===== src/rtl/opb_register_bank_simulink2ppc.sv =====
// ---------------------------------------------------------------------------
// opb_register_bank_simulink2ppc
//
// Multi-channel readback bank for the OPB bus. C_NUM_CH 32-bit user-fabric
// words are captured into shadow registers in one atomic snapshot, so that
// software reads a coherent set. A snapshot is taken by a software command
// (CTRL write) or by an auto-capture timer running every C_AUTO_PERIOD cycles.
//
// Word map (offset from C_BASEADDR, in 32-bit words):
//   0        CTRL/STATUS  write: LSB = snapshot request, next bit = auto_en
//                                (honoured only when OPB_BE[3] is set)
//                         read : upper 16 bits = snap_cnt, bit 1 = auto_en
//   1        timestamp of the last snapshot (zero unless the timestamp
//            counter is built)
//   2+i      shadow of channel i, read-only (writes acked and dropped)
//   others   read as zero, acked
//
// Ports:
//   OPB_Clk, OPB_Rst_n   clock and asynchronous active-low reset
//   OPB_ABus/BE/DBus     OPB address, byte enables, write data (bit 0 = MSB)
//   OPB_RNW/select       transfer direction and request
//   OPB_seqAddr          ignored
//   Sl_DBus              read data, zero outside a read acknowledge
//   Sl_xferAck           one-cycle acknowledge, the cycle after the hit
//   Sl_errAck/retry/toutSup  tied low
//   user_data_in         channel i at bits [32i+31:32i], synchronous to OPB_Clk
//
// Build option: define REG_BANK_TIMESTAMP_EN to build a 32-bit free-running
// cycle counter that is captured at every snapshot and read at offset 1.
// ---------------------------------------------------------------------------
module opb_register_bank_simulink2ppc #(
    parameter logic [31:0] C_BASEADDR    = 32'h0108_0100,
    parameter logic [31:0] C_HIGHADDR    = 32'h0108_01FF,
    parameter int          C_OPB_AWIDTH  = 32,
    parameter int          C_OPB_DWIDTH  = 32,
    parameter int          C_NUM_CH      = 4,
    parameter int          C_AUTO_PERIOD = 1024,
    parameter string       C_FAMILY      = "virtex5"
) (
    input  logic                      OPB_Clk,
    input  logic                      OPB_Rst_n,
    input  logic [0:C_OPB_AWIDTH-1]   OPB_ABus,
    input  logic [0:3]                OPB_BE,
    input  logic [0:C_OPB_DWIDTH-1]   OPB_DBus,
    input  logic                      OPB_RNW,
    input  logic                      OPB_select,
    input  logic                      OPB_seqAddr,
    output logic [0:C_OPB_DWIDTH-1]   Sl_DBus,
    output logic                      Sl_xferAck,
    output logic                      Sl_errAck,
    output logic                      Sl_retry,
    output logic                      Sl_toutSup,
    input  logic [C_NUM_CH*32-1:0]    user_data_in
);

    localparam int                  AW       = C_OPB_AWIDTH;
    localparam int                  OFF_W    = C_OPB_AWIDTH - 2;
    localparam int                  PER_W    = $clog2(C_AUTO_PERIOD);
    localparam logic [AW-1:0]       BASE     = AW'(C_BASEADDR);
    localparam logic [AW-1:0]       HIGH     = AW'(C_HIGHADDR);
    localparam logic [PER_W-1:0]    PER_LAST = PER_W'(C_AUTO_PERIOD - 1);
    localparam bit                  FAMILY_SET = (C_FAMILY != "");

    typedef enum logic [1:0] {
        ST_IDLE = 2'd0,
        ST_ACK  = 2'd1,
        ST_WAIT = 2'd2
    } state_e;

    // Bus decode. The [0:N] ports are re-viewed as ordinary [N:0] vectors so
    // that numeric bit 0 is the OPB LSB (OPB bit 31).
    logic [AW-1:0] addr;
    logic [AW-1:0] addr_rel;
    logic [31:0]   dbus;
    logic          hit;

    assign addr     = OPB_ABus;
    assign dbus     = OPB_DBus;
    assign addr_rel = addr - BASE;
    assign hit      = OPB_select && (addr >= BASE) && (addr <= HIGH);

    // Slave FSM and latched transfer attributes
    state_e            state_q, state_d;
    logic [OFF_W-1:0]  off_q, off_d;
    logic              rnw_q, rnw_d;
    logic              be3_q, be3_d;
    logic              wr_snap_q, wr_snap_d;
    logic              wr_auto_q, wr_auto_d;

    // Capture datapath
    logic [31:0]       shadow_q [C_NUM_CH];
    logic [31:0]       shadow_d [C_NUM_CH];
    logic [15:0]       snap_cnt_q, snap_cnt_d;
    logic              auto_en_q, auto_en_d;
    logic [PER_W-1:0]  period_q, period_d;

    logic              ctrl_wr;
    logic              snap_sw;
    logic              snap_auto;
    logic              snap;
    logic [31:0]       rd_data;

    // NOTE: every signal assigned in an always_comb gets a default first, so
    // no path through the block can leave it unassigned and infer a latch.
    always_comb begin
        state_d   = state_q;
        off_d     = off_q;
        rnw_d     = rnw_q;
        be3_d     = be3_q;
        wr_snap_d = wr_snap_q;
        wr_auto_d = wr_auto_q;
        case (state_q)
            ST_IDLE: begin
                if (hit) begin
                    state_d   = ST_ACK;
                    off_d     = addr_rel[AW-1:2];
                    rnw_d     = OPB_RNW;
                    be3_d     = OPB_BE[3];
                    wr_snap_d = dbus[0];
                    wr_auto_d = dbus[1];
                end
            end
            ST_ACK:  state_d = ST_WAIT;
            // Hold off a new transfer until the master drops select, so a
            // select held across the ack is not decoded as a second hit.
            ST_WAIT: if (!OPB_select) state_d = ST_IDLE;
            default: state_d = ST_IDLE;
        endcase
    end

    // A CTRL write takes effect in its ACK cycle; the shadows and auto_en
    // show the new values from the following cycle.
    assign ctrl_wr   = (state_q == ST_ACK) && !rnw_q && (off_q == '0) && be3_q;
    assign snap_sw   = ctrl_wr && wr_snap_q;
    assign snap_auto = auto_en_q && (period_q == PER_LAST);
    // Coincident software and timer requests merge into one snapshot.
    assign snap      = snap_sw || snap_auto;

    always_comb begin
        auto_en_d  = ctrl_wr ? wr_auto_q : auto_en_q;
        snap_cnt_d = snap ? snap_cnt_q + 16'd1 : snap_cnt_q;
        // The period counter parks at zero while auto mode is off, so turning
        // it on always begins a full interval.
        period_d   = '0;
        if (auto_en_q && (period_q != PER_LAST)) begin
            period_d = period_q + PER_W'(1);
        end
        for (int i = 0; i < C_NUM_CH; i++) begin
            shadow_d[i] = snap ? user_data_in[32*i +: 32] : shadow_q[i];
        end
    end

    // NOTE: state registers use non-blocking assignments so every flop samples
    // the pre-edge values, independent of statement order.
    always_ff @(posedge OPB_Clk or negedge OPB_Rst_n) begin
        if (!OPB_Rst_n) begin
            state_q    <= ST_IDLE;
            off_q      <= '0;
            rnw_q      <= 1'b0;
            be3_q      <= 1'b0;
            wr_snap_q  <= 1'b0;
            wr_auto_q  <= 1'b0;
            snap_cnt_q <= '0;
            auto_en_q  <= 1'b0;
            period_q   <= '0;
            // NOTE: the shadow array is reset element by element; software may
            // read it before the first snapshot and must see zeros, so it is
            // kept as flops rather than an unreset RAM.
            for (int i = 0; i < C_NUM_CH; i++) begin
                shadow_q[i] <= '0;
            end
        end else begin
            state_q    <= state_d;
            off_q      <= off_d;
            rnw_q      <= rnw_d;
            be3_q      <= be3_d;
            wr_snap_q  <= wr_snap_d;
            wr_auto_q  <= wr_auto_d;
            snap_cnt_q <= snap_cnt_d;
            auto_en_q  <= auto_en_d;
            period_q   <= period_d;
            for (int i = 0; i < C_NUM_CH; i++) begin
                shadow_q[i] <= shadow_d[i];
            end
        end
    end

`ifdef REG_BANK_TIMESTAMP_EN
    logic [31:0] ts_cnt_q, ts_cnt_d;
    logic [31:0] ts_shadow_q, ts_shadow_d;

    always_comb begin
        ts_cnt_d    = ts_cnt_q + 32'd1;
        ts_shadow_d = snap ? ts_cnt_q : ts_shadow_q;
    end

    always_ff @(posedge OPB_Clk or negedge OPB_Rst_n) begin
        if (!OPB_Rst_n) begin
            ts_cnt_q    <= '0;
            ts_shadow_q <= '0;
        end else begin
            ts_cnt_q    <= ts_cnt_d;
            ts_shadow_q <= ts_shadow_d;
        end
    end
`endif

    // Read mux works on the registered state, so a read acked in the same
    // cycle as a snapshot returns the pre-snapshot contents.
    always_comb begin
        rd_data = '0;
        if (off_q == '0) begin
            rd_data = {snap_cnt_q, 14'd0, auto_en_q, 1'b0};
        end
`ifdef REG_BANK_TIMESTAMP_EN
        if (off_q == OFF_W'(1)) begin
            rd_data = ts_shadow_q;
        end
`endif
        for (int i = 0; i < C_NUM_CH; i++) begin
            if (off_q == OFF_W'(2 + i)) begin
                rd_data = shadow_q[i];
            end
        end
    end

    assign Sl_xferAck = (state_q == ST_ACK);
    assign Sl_DBus    = (state_q == ST_ACK && rnw_q) ? rd_data : '0;
    assign Sl_errAck  = 1'b0;
    assign Sl_retry   = 1'b0;
    assign Sl_toutSup = 1'b0;

    // Inputs and address bits that carry no meaning for this slave.
    logic unused_ok;
    assign unused_ok = ^{OPB_seqAddr, OPB_BE[0:2], dbus[31:2], addr_rel[1:0], FAMILY_SET};

endmodule


===== config.mk =====
export PLATFORM = sky130hd
export DESIGN_NAME = opb_register_bank_simulink2ppc
export DESIGN_NICKNAME = d
export VERILOG_FILES = /design/src/rtl/opb_register_bank_simulink2ppc.sv
export SDC_FILE = /design/constraint.sdc
export NUM_CORES = 1
export LEC_CHECK = 0
export BUFFER_PORTS_ARGS = -buffer_cell sky130_fd_sc_hd__buf_2
export CORE_UTILIZATION = 40
export CTS_CLUSTER_SIZE = 25
export DETAILED_ROUTE_END_ITERATION = 10
export PLACE_DENSITY = 0.67
export REMOVE_ABC_BUFFERS = 1
export SLEW_MARGIN = 10
export SYNTH_ARGS = -nofsm -noshare
export SYNTH_HDL_FRONTEND = slang
export SYNTH_SLANG_ARGS = --single-unit

===== constraint.sdc =====
create_clock -name OPB_Clk -period 6.1 [get_ports OPB_Clk]
set_input_delay 0.305 -clock OPB_Clk [delete_from_list [all_inputs] [get_ports OPB_Clk]]
set_output_delay 0.305 -clock OPB_Clk [all_outputs]
set_load 0.03 [all_outputs]

Word-level counts from Yosys, hierarchy flattened
Index checks and enable logic that the tools add are counted.

Register bits: 191. Input bits: 201. Output and inout bits: 36.

Muxes and demuxes: 10. Eq/ne operators: 10. Reductions and logical operators: 15. Add/subtract/negate cells: 3. Magnitude comparators: 2.

Operator list (count): 32-bit two-way mux (6); 30-bit by 2-bit == test with 1-bit output (second input constant) (2); 30-bit by 3-bit == test with 1-bit output (second input constant) (2); 32-bit by 25-bit >= comparator with 1-bit output (second input constant) (1); 32-bit by 25-bit less-or-equal comparator with 1-bit output (second input constant) (1); 32-bit by 25-bit subtractor with 32-bit output (second input constant) (1); 30-bit zero test (1); 16-bit by 1-bit adder with 16-bit output (second input constant) (1); 10-bit by 1-bit adder with 10-bit output (second input constant) (1); 10-bit == test (second input constant) (1); 10-bit two-way mux (1); 10-bit inequality test (second input constant) (1); 1-bit logical AND (9); 2-bit one-hot mux with 3 select lines (1); 2-bit two-way mux (2); 2-bit inequality test (second input constant) (2); 2-bit AND reduction (2); 2-bit by 1-bit == test with 1-bit output (second input constant) (1); 2-bit == test (second input constant) (1); 2-bit zero test (1); 1-bit zero test (1); 1-bit logical OR (1).

Longest topological paths before layout
Depth after elaboration: 7. Gate-level depth with buffers: 9. Mapped depth without buffers: 7.

Worst setup path after synthesis
No wires, ideal clock.

Kind: flip-flop to output port. From: reg off_q[4]. To: out Sl_DBus[0] (netlist name). Cell stages (with the launch flop): 7. Arrival: 2541 ps. Path buffers: 2. Setup slack: 3254 ps. Cells stage by stage: dfrtp_1 > or4_1 > nand2b_4 > or4_1 > buf_2 > buf_6 > nor3_1.

Longest elaborated chain between the ends: 7. Elaborated cells between the ends (all ways): 11. Those cells by class: eq/ne: 4; mux: 6; reduce/logical: 1.

Ends and longest elaborated chain: from (decl) (RTL line 84) `logic [OFF_W-1:0] off_q, off_d;`; from (signal assigned) (RTL line 158) `off_q <= '0;`; from (signal assigned) (RTL line 174) `off_q <= off_d;`; 30-bit zero test (RTL line 212) `if (off_q == '0) begin`; 32-bit two-way mux (RTL line 212); 32-bit two-way mux (3 in a row) (RTL line 221) `if (off_q == OFF_W'(2 + i)) begin`; 32-bit two-way mux * (RTL line 221); 32-bit two-way mux * (RTL line 228) `assign Sl_DBus = (state_q == ST_ACK && rnw_q) ? rd_data : '0;`; to (decl) (RTL line 48) `output logic [0:C_OPB_DWIDTH-1] Sl_DBus,`.

Mark *: on every way between the ends. The rest lies on a longest branch, timed or not.

Worst setup path in the final report
From: reg off_q[4]. To: out Sl_DBus[14] (netlist name).

Same word-level chain as after synthesis.

==> results.md <==
- Leak Pwr: just under 5 nW
- Setup crit start kind: flip-flop
- Initial antenna violation count: 2
- Synth Flop Type: dfrtp_1
- Remaining DRCs: 26
- Via count: ~6400
- Gpl congestion: around 0.77
- DR top layer: met5
- Largest net degree at the start of global routing: about 120
- Final wirelength: 21400 um
- M1 WL: 9640 um
- Detailed router's first-iteration violation count: around 330
- Total global-route track usage: a little under a fifth
- # setup viols final: 0
- Worst r2r src: off_q[0]$_DFFE_PN0P_
- Placed cell count: around 1200
- GRT Residual Overflow: 0
- Post-synthesis async set-or-reset flop share: 100%
- Fraction of layout instances using a drive strength above 1: 40.9%
- Clk slew on worst S/H paths: 0.07 ns
- Final nets: between 1000 and 1500
- Compound-gate portion of the synthesized area: roughly 13%
- 1st-pass router iterations: 8
- Syn-to-layout area delta: 19.8%
- Worst Skew: 0.0141 ns
- Vias in the first global route: between 6000 and 7000
- Post-CTS Hold Buffers: 0
- Num ports: ~240
- Hold Vio Cnt, Final: 0
- HPWL after DPL: between 10000 and 15000 um
- Antenna viol nets, final: 0
- Worst Tran Pin Value: between 1 and 1.5 ns
- Post-CTS Setup Bufs: 0
- Post-synthesis mux area share: 18.0%
- Syn. warnings: 0
- Simple-Gate Fraction of Synth Area: between 10% and 20%
- Height of the die: around 150 um
- DIE AREA: around 23000 sq um
- Part of the power in the clock network: between 40% and 50%
- Critical path peak fanout: 32
- Max cap viols: 0
- Slew Viols, Final: 0
- Root Driver: clkbuf_16
- Combinational family with the most area after synthesis: multiplexers
- HP Class: in2async
- Post_cts resized: 0
- Flops & latches, synth: ~190
- Status: complete, but fails checks
- Flip-flop and latch area: between 4000 and 5000 sq um
- Site Rows: 54
- Core Footprint: 22000 sq um
- Crit. End Element: output port
- Synth Area in XOR/XNOR: under 10%
- Max incr delay on CP: roughly 1.2 ns
- Internal Power: 2.01 mW
- CTS buffer count: 17
- Setup TNS: 0 ns
- Period utilization: about three fifths
- Max_slew headroom: about 28%
- Type of the worst setup path: reg2out
- R2R Setup Slk: 2.92 ns
- Reg2Reg Capture Point: shadow_q[91]$_DFFE_PN0P_
- Comb pwr share: 5.5%
- Slowest cell on crit path: or4_2
- Initial core utilization: slightly above 40%
- WL met2: 10400 um
- Sw Ratio: 22.4%
- Adder-Cell Fraction of Synth Area: 0.554%
- Reg power frac: between 50% and 60%
- RSZ-0062 raised after global routing: no
- Post-synth EDFFs: 0
- # fillers: 2010
- Mean post-synth cell area: between 10 and 15 sq um
- Sw Pwr: about 0.58 mW
- Avg WL per Cell: approximately 18 um
- Chip width: 152 um
- Worst IR Drop VDD: around 0.17 mV
- CTS tree: built
- Achievable Freq: roughly 0.26 GHz
- Failing checks: design-rule violations
- Metal3 WL: 1140 um
- Worst R2R Path Depth: 8
- Post-DR vias/cell: ~5.3
- Final std cells w/o fill: 1211
- Critical path arrival: 3.47 ns
- Cell count after synthesis: 743
- I/O Buffers: 199
- Critical Path RT: 5.79 ns
- First-pass GRT wire length: around 35000 um
- Pwr/cell area: roughly 240 nW/um^2
- H-Tree Depth: 4
- Critical path, cell by cell: or4_1 -> nand2b_4 -> or4_2 -> a2111oi_2 -> buf_2
- Post-Syn Area: approximately 9000 sq um
- Min Clock Period, post-route: ~3.8 ns
- Worst skew pair latency: 0.43 ns
- CTS sink cnt: 191
- Post-synthesis sequential area ratio: 52.9%
- Synth unique cells: 55
- Area of the multi-input gates: roughly 4000 sq um
- Max Root-Sink Buffers: 2
-- layout make-up --
cell class,count,area share [%]
tap,280,3.24
multi-input combinational,491,36.8
antenna,1,0.0231
timing repair buffer,208,10.0
sequential,191,44.2
inverter,8,0.277
clock buffer,20,4.22
clock inverter,12,1.22
-- sequential cells by signal (all words and copies together), names as in the netlist --
name	count
shadow_q	128
off_q	30
snap_cnt_q	16
period_q	10
state_q	2
auto_en_q	1
be3_q	1
rnw_q	1
wr_auto_q	1
wr_snap_q	1
-- cell usage after synthesis, types with 12 or more instances --
| library cell | count | share of area (%) |
|---|---|---|
| a21o_1 | 12 | 1.0 |
| a22o_1 | 15 | 1.5 |
| xnor2_1 | 19 | 1.8 |
| a211oi_1 | 15 | 1.2 |
| mux2i_1 | 16 | 1.8 |
| o21ai_0 | 13 | 0.72 |
| mux2_2 | 111 | 14 |
| clkbuf_1 | 24 | 1.0 |
| dfrtp_1 | 191 | 53 |
| nor2_1 | 65 | 2.7 |
| a2111oi_2 | 13 | 2.2 |
| a21oi_1 | 13 | 0.72 |
| nand2_1 | 40 | 1.7 |
| buf_2 | 19 | 1.1 |
| o21bai_1 | 15 | 1.2 |
| mux2_1 | 19 | 2.4 |
-- power by group through the flow --
stage / registers, mW / logic, mW / clock network (mW)
after floorplan: 1.35 / 0.0548 / 0
after global placement: 1.35 / 0.142 / 0
after detailed placement: 1.35 / 0.146 / 0
after CTS: 1.33 / 0.147 / 1.16
after global routing: 1.33 / 0.162 / 1.20
final: 1.33 / 0.143 / 1.12
-- critical path, delay by kind of cell, from the launching register on --
| family | cells | cell delay [ns] |
|---|---|---|
| AO/OA/AOI/OAI | 1 | 0.42 |
| buffers and inverters | 1 | 0.28 |
| AND/OR/NAND/NOR | 3 | 1.91 |
| flip-flops | 1 | 0.38 |
-- cells by family after synthesis --
| kind of cell | count (synthesis) |
|---|---|
| compound gates | 138 |
| xor+xnor | 23 |
| fa+ha+maj | 4 |
| buf+inv | 63 |
| flops | 191 |
| mux | 146 |
| other cells | 1 |
| simple gates | 177 |
-- layout by cell type, fill, tap and decap left out, types with 13 or more instances in the layout --
cell,instances
o21bai_1,15
mux2_1,19
mux2_2,111
nor2_1,64
o21ai_0,13
mux2i_1,16
clkbuf_16,17
a2111oi_2,13
a21oi_1,13
buf_2,198
a22o_1,15
a211oi_1,15
nand2_1,40
xnor2_1,19
dfrtp_1,189
-- how the worst max path moves through the flow --
stage / startpoint / endpoint / slack [ns] / cells past startpoint
3_3_place_gp: off_q[4]$_DFFE_PN0P_ / Sl_DBus[10] / 2.83 / 5
2_1_floorplan: off_q[2]$_DFFE_PN0P_ / shadow_q[0]$_DFFE_PN0P_ / -1.74 / 5
3_5_place_dp: off_q[4]$_DFFE_PN0P_ / Sl_DBus[14] / 2.77 / 5
6_report: off_q[4]$_DFFE_PN0P_ / Sl_DBus[14] / 2.33 / 5
4_1_cts: off_q[4]$_DFFE_PN0P_ / Sl_DBus[14] / 2.29 / 5
5_1_grt: off_q[4]$_DFFE_PN0P_ / Sl_DBus[10] / 2.17 / 5
-- per-stage QoR --
step | instance area, sq um | util (%) | hold slack (ns) | power (mW) | setup slack, ns
finish | 10800 | 49.3 | 0.0302 | 2.60 | 2.33
global route | 10800 | 49.3 | 0.0678 | 2.70 | 2.17
CTS | 10800 | 49.3 | 0.0640 | 2.63 | 2.29
detailed placement | 10200 | 46.6 | 0.452 | 1.50 | 2.77
global placement | 10200 | 46.6 | 0.447 | 1.49 | 2.83
floorplan | 8780 | - | 0.00941 | 1.40 | -1.74
-- per-layer routing --
| metal | global-route usage (%) | vias up |
|---|---|---|
| li1 | - | 3058 |
| met2 | 32.0 | 148 |
| met4 | 5.10 | 2 |
| met3 | 4.32 | 16 |
| met1 | 25.1 | 3185 |
| met5 | 0 | - |
No activity file was read; power rests on OpenSTA's default activity.
